[src/rtl/bus_fifo_regs.sv]
// Register-mapped FIFO with status, level and scratch registers on a simple strobe bus.
// Register reads are combinational; pops, pushes and register writes take effect on the clock edge.
module bus_fifo_regs #(
  parameter int unsigned DATW  = 3,
  parameter int unsigned ADRW  = 2,
  parameter int unsigned DEPTH = 4
) (
  input  logic            clk,
  input  logic            nrst,
  input  logic            do_write,
  input  logic [ADRW-1:0] w_adr,
  input  logic [DATW-1:0] w_data,
  input  logic            do_read,
  input  logic [ADRW-1:0] r_adr,
  output logic [DATW-1:0] read_data,
  output logic [DATW-1:0] fifo_level,
  output logic            not_empty
);

  localparam int unsigned PW = $clog2(DEPTH);
  localparam int unsigned CW = PW + 1;

  logic [DATW-1:0] mem_q [DEPTH];
  logic [PW-1:0]   rptr_q, rptr_d;
  logic [PW-1:0]   wptr_q, wptr_d;
  logic [CW-1:0]   count_q, count_d;
  logic            err_q, err_d;
  logic [DATW-1:0] scratch_q, scratch_d;
  logic            not_empty_q;

  logic empty, full;
  logic wr_fifo, rd_fifo;
  logic push, pop;
  logic err_event, err_clear;

  assign empty = (count_q == '0);
  assign full  = (count_q == CW'(DEPTH));

  assign wr_fifo = do_write && (w_adr[1:0] == 2'd0);
  assign rd_fifo = do_read  && (r_adr[1:0] == 2'd0);

  // A pop in the same cycle frees the slot, so a push to a full FIFO still lands.
  assign pop  = rd_fifo && !empty;
  assign push = wr_fifo && (!full || pop);

  assign err_event = (rd_fifo && empty) || (wr_fifo && full && !pop);
  assign err_clear = do_write && (w_adr[1:0] == 2'd1) && w_data[2];

  always_comb begin
    rptr_d    = rptr_q;
    wptr_d    = wptr_q;
    count_d   = count_q;
    err_d     = err_q;
    scratch_d = scratch_q;

    if (pop) begin
      rptr_d = rptr_q + PW'(1);
    end
    if (push) begin
      wptr_d = wptr_q + PW'(1);
    end
    count_d = count_q + CW'(push) - CW'(pop);

    if (err_event) begin
      err_d = 1'b1;
    end else if (err_clear) begin
      err_d = 1'b0;
    end

    if (do_write && (w_adr[1:0] == 2'd3)) begin
      scratch_d = w_data;
    end
  end

  always_ff @(posedge clk or negedge nrst) begin
    if (!nrst) begin
      rptr_q      <= '0;
      wptr_q      <= '0;
      count_q     <= '0;
      err_q       <= 1'b0;
      scratch_q   <= '0;
      not_empty_q <= 1'b0;
    end else begin
      rptr_q      <= rptr_d;
      wptr_q      <= wptr_d;
      count_q     <= count_d;
      err_q       <= err_d;
      scratch_q   <= scratch_d;
      not_empty_q <= (count_d != '0);
    end
  end

  // Storage is intentionally unreset; only entries between the pointers are ever read.
  always_ff @(posedge clk) begin
    if (push && nrst) begin
      mem_q[wptr_q] <= w_data;
    end
  end

  always_comb begin
    read_data = '0;
    unique case (r_adr[1:0])
      2'd0: read_data = empty ? '0 : mem_q[rptr_q];
      2'd1: read_data[2:0] = {err_q, full, empty};
      2'd2: read_data = DATW'(count_q);
      2'd3: read_data = scratch_q;
      default: read_data = '0;
    endcase
  end

  assign fifo_level = DATW'(count_q);
  assign not_empty  = not_empty_q;

endmodule

[config.mk]
export PLATFORM = sky130hd
export DESIGN_NAME = bus_fifo_regs
export DESIGN_NICKNAME = d
export VERILOG_FILES = /design/src/rtl/bus_fifo_regs.sv
export SDC_FILE = /design/constraint.sdc
export NUM_CORES = 1
export LEC_CHECK = 0
export CAP_MARGIN = 20
export CORE_ASPECT_RATIO = 0.75
export CORE_MARGIN = 8
export CORE_UTILIZATION = 50
export CTS_BUF_LIST = sky130_fd_sc_hd__clkbuf_8 sky130_fd_sc_hd__clkbuf_16
export CTS_CLUSTER_DIAMETER = 80
export DETAILED_ROUTE_END_ITERATION = 10
export PLACE_DENSITY = 0.85
export SYNTH_ARGS = -nofsm -noshare
export SYNTH_HDL_FRONTEND = slang
export SYNTH_SLANG_ARGS = --single-unit
[constraint.sdc]
create_clock -name clk -period 5.6 [get_ports clk]
set_input_delay 1.12 -clock clk [delete_from_list [all_inputs] [get_ports clk]]
set_output_delay 1.12 -clock clk [all_outputs]
set_load 0.05 [all_outputs]
* Word level (Yosys, flattened, before mapping)
Memory sizes are Yosys's and may differ from the RTL's. Cells that the tools add are included.
Cells by class: add/subtract/negate cells 4, multiply operators 0, div/mod/pow operators 0, $lt $le $gt $ge 0, eq/ne operators 6, shift operators 0, muxes and demuxes 6, bitwise gates (word level) 0, reduce and logical (&&, ||, !) cells 21
Operators with widths (count):
- 3-bit one-hot mux with 4 select lines | 1
- 1-bit logical AND | 11
- 2-bit == test (second input constant) | 3
- 2-bit by 1-bit adder with 2-bit output (second input constant) | 2
- 2-bit by 1-bit == test with 1-bit output (second input constant) | 2
- 2-bit zero test | 2
- 1-bit 2-to-1 mux | 4
- 3-bit by 1-bit adder with 3-bit output | 1
- 3-bit == test (second input constant) | 1
- 1-bit zero test | 3
- 3-bit zero test | 1
- 3-bit 2-to-1 mux | 1
- 3-bit nonzero test | 1
- 3-bit by 1-bit subtractor with 3-bit output | 1
- 1-bit logical OR | 2
- 2-bit nonzero test | 1
Storage, ports and cells: register bits 12, latch bits 0, RAM bits 12, ROM bits 0, output and inout port bits 7, word-level logic and storage cells 44, memories kept 1
Memory list:
- mem_q | words 4, width 3, read ports 1, clocked after memory_dff 0, write ports 1, line 23 | logic [DATW-1:0] mem_q [DEPTH];

* Longest topological paths before layout
word-level depth 8, mapped depth 11, mapped depth without buffers 10

* Worst setup path after synthesis
Ideal clock, no wire load.
kind input-to-reg, start point input r_adr[0], end point register not_empty_q (netlist: not_empty), arrival time 3514 ps, required time 5469 ps, setup slack 1954 ps, stages 11, path through buf_2 > or3b_2 > a21oi_2 > inv_1 > ha_1 > inv_1 > ha_1 > fa_1 > xor2_1 > xnor2_1 > or3_1
On the way: cells in the longest elaborated chain, start to end 8
Ends and longest elaborated chain:
- from (decl) | line 14 | input logic [ADRW-1:0] r_adr,
- 2-bit zero test (*) | line 40 | assign rd_fifo = do_read && (r_adr[1:0] == 2'd0);
- 1-bit logical AND (*) | line 40
- 1-bit logical AND (*) | line 43 | assign pop = rd_fifo && !empty;
- 1-bit logical OR | line 44 | assign push = wr_fifo && (!full || pop);
- 1-bit logical AND | line 44
- 3-bit by 1-bit adder with 3-bit output | line 62 | count_d = count_q + CW'(push) - CW'(pop);
- 3-bit by 1-bit subtractor with 3-bit output (*) | line 62
- net count_d[2] | line 26 | logic [CW-1:0] count_q, count_d;
- 3-bit nonzero test (*) | line 89 | not_empty_q <= (count_d != '0);
- to (signal assigned) | line 89
- to (decl) | line 29 | logic not_empty_q;
The timed path passes the listed nets; every way through them passes the cells marked *. A chain may end at the register's enable or synchronous reset.

* Worst setup path after layout
start point input r_adr[0], end point output read_data[2]
On the way: cells in the longest elaborated chain, start to end 2
Ends and longest elaborated chain:
- 2-bit == test (tied with other cells) | line 102 | unique case (r_adr[1:0])
- 3-bit one-hot mux with 4 select lines (*) | line 102
- to (decl) | line 15 | output logic [DATW-1:0] read_data,
Mark *: on every way between the ends. The rest lies on a longest branch, timed or not.

==> flow_summary.yaml <==
status:
  outcome: "complete, no violations"
routing:
  dr.pass1.iters: 6
  wire_per_inst_um: 18.3
  drcViolationCount: 0
  vias: 709
  drtIter0Drc: 49
  postRouteWirelength_mm: 2.26
  drt-vias-per-instance: 5.76
  ant_nets: 0
logic_synthesis:
  netlist_area_um2: 1170
  yosys.area_share.simple: 0.113
  synth-seq-area-share: 0.566
  synth_compound_area_frac: 0.0311
  synth-adder-area-share: 0.0815
  synthDistinctLibCells: 27
  yosys_warnings: 0
  ys_ff_latch: 24
  syn_area_per_cell_um2: 14.8
  synth-xor-area-share: 0.0375
  syn_inst: 79
  syn_nets: 97
  synthMuxAreaShare: 0.138
  synth_top_family_by_area: "multiplexers"
setup_path:
  path_class: "primary input to output pin"
  cp-end-kind: "output pin"
  cp.required_ns: 4.48
  worst-path-max-fanout: 8
  critical_path_arrival_ns: 3.04
  worst_setup_path_start_kind: "primary input"
power_and_ir_drop:
  leakage_nw: 0.567
  ir_worst_vdd_mv: 0.269
  p_per_area_nw_per_um2: 499
  p_total_w: 0.000711
layout:
  final_common_cell: "clkdlybuf4s50_1"
  synthToLayoutAreaGrowth_pct: 22.0
  antennaDiodeCount: 0
  fin_nets: 117
  final_cell_area_um2: 1420
  drive_gt1_frac: 0.153
  final_core_util: 0.632
  final.fill_count: 174
  layout_common_cells: "clkdlybuf4s50_1, dfrtp_1, edfxtp_1"
floorplan:
  row_count: 15
  die_area_um2: 4150
  die_h_um: 57.8
  core-area_um2: 2250
  die_w_um: 71.8
  io_pins: 18
  start_util: 0.518
place:
  io_buffers: 17
  placed_area_um2: 1350
  dpl.hpwl_mm: 1.72
  gp_congestion: 0.838
clocking:
  clk_pin_slew_worst_paths_ns: 0.09
  cts_root_buffer: "clkbuf_8"
  cts-buffers-inserted: 3
  cts_hold_buf: 0
  ctsResizeCount: 0
  post_cts_buffers: 0
  clock_latency_ns: 0.27
  cts.sinks: 24
  h-tree-depth: 1
  cts_tree: "yes"
  cts_buffer_depth: 2
sta:
  hold_ws_ns: 0.541
  finalSetupViolations: 0
  slew_violations: 0
  rsz0062_at_grt: "false"
  min_period_ns: 4.16
  finalHoldViolations: 0
  fin_tns_setup_ns: 0
  slew_headroom: 0.577
  clock.fmax_ghz: 0.240
  fin_skew_ns: 0.00584
  worst_pin_slew_ns: 0.633
  fin_crit_sh: 0.744
global_route:
  grt_pass1_vias: 750
  antenna_found_initial: 0
  grt_use_total: 0.121
  grt_start_max_net_pins: 17
  grt_overflow: 0
  grt_first_pass_wirelength_mm: 3.82
hold_path:
  hp-class: "flip-flop to flip-flop"
flow_run:
  cap_violations: 0
## synth_stat cells
master	n	area (um2)
buf_6	1	11.3
buf_2	1	5.00
and3b_1	1	8.76
edfxtp_1	12	360
a21oi_2	1	8.76
and2_1	2	12.5
dfrtp_1	12	300
nor3b_1	2	15.0
a221o_1	1	10.0
or3_1	2	12.5
ha_1	6	75.1
o21ai_0	2	10.0
nand4b_1	1	8.76
nand3_1	2	10.0
mux2_2	4	45.0
nand2_1	2	7.51
or3b_2	2	17.5
mux4_2	4	90.1
a22oi_1	1	7.51
inv_1	6	22.5
nor3_1	2	10.0
nor2_1	1	3.75
and3_1	4	25.0
fa_1	1	20.0
mux4_1	1	26.3
xor2_1	2	17.5
xnor2_1	3	26.3
## worst max-delay path, stage by stage
cell and delay (ns):
clkdlybuf4s50_1 0.65, mux4_2 0.55, clkdlybuf4s50_1 0.72
## metal layers
metal	share of wire	wire (um)	up-vias	track usage
met3	0.064	144	8	0.0465
met5	0	0	-	0
li1	-	-	332	-
met4	0.029	66	0	0.0841
met1	0.46	1050	346	0.149
met2	0.44	998	23	0.172
## report_power, final
group	switching (W)	leakage, nW	internal, W
Combinational	0.000158	0.284	0.000128
Sequential	0.0000473	0.248	0.000225
Clock	0.0000569	0.0357	0.0000956
## flip-flops by register name, summed over array words and instances, names as in the netlist
name / cells
rptr_q: 2
scratch_q: 3
fifo_level: 3
err_q: 1
mem_q: 12
not_empty: 1
wptr_q: 2
## final cells by class
class | instances | area [um2] | share of cell area
multi-input combinational | 47 | 468 | 0.329
clock inverter | 1 | 30.0 | 0.0211
inverter | 6 | 22.5 | 0.0158
sequential | 24 | 661 | 0.464
clock buffer | 3 | 41.3 | 0.0290
timing repair buffer | 17 | 170 | 0.120
tap | 25 | 31.3 | 0.0220
## metrics by stage
| stage | setup slack (ns) | std cells |
|---|---|---|
| final | 1.44 | 123 |
| after CTS | 1.42 | 123 |
| after detailed placement | 1.33 | 119 |
| after global placement | 1.42 | 119 |
| after floorplan | 1.95 | 79 |
| after global routing | 1.32 | 123 |
## final timing paths
| kind | from | endpoint | slack [ns] | depth (start not counted) |
|---|---|---|---|---|
| hold / removal | scratch_q[2] | scratch_q[2] | 0.54 | 1 |
| min in group asynchronous | nrst | scratch_q[2] | 1.23 | 1 |
| max in group asynchronous | nrst | scratch_q[1] | 3.96 | 1 |
| hold reg to reg | scratch_q[2] | scratch_q[2] | 0.54 | 1 |
| setup reg to reg | fifo_level[2] | not_empty | 2.85 | 9 |
| setup / recovery | r_adr[0] | read_data[2] | 1.44 | 3 |
## logic make-up after synthesis
kind of cell	after synthesis
and+or+nand+nor	21
adders and majority gates	7
buffers and inverters	8
muxes	9
AOI/OAI and AO/OA	5
xor gates and xnor gates	5
DFF	24
Power figures use the tool's default switching activity.
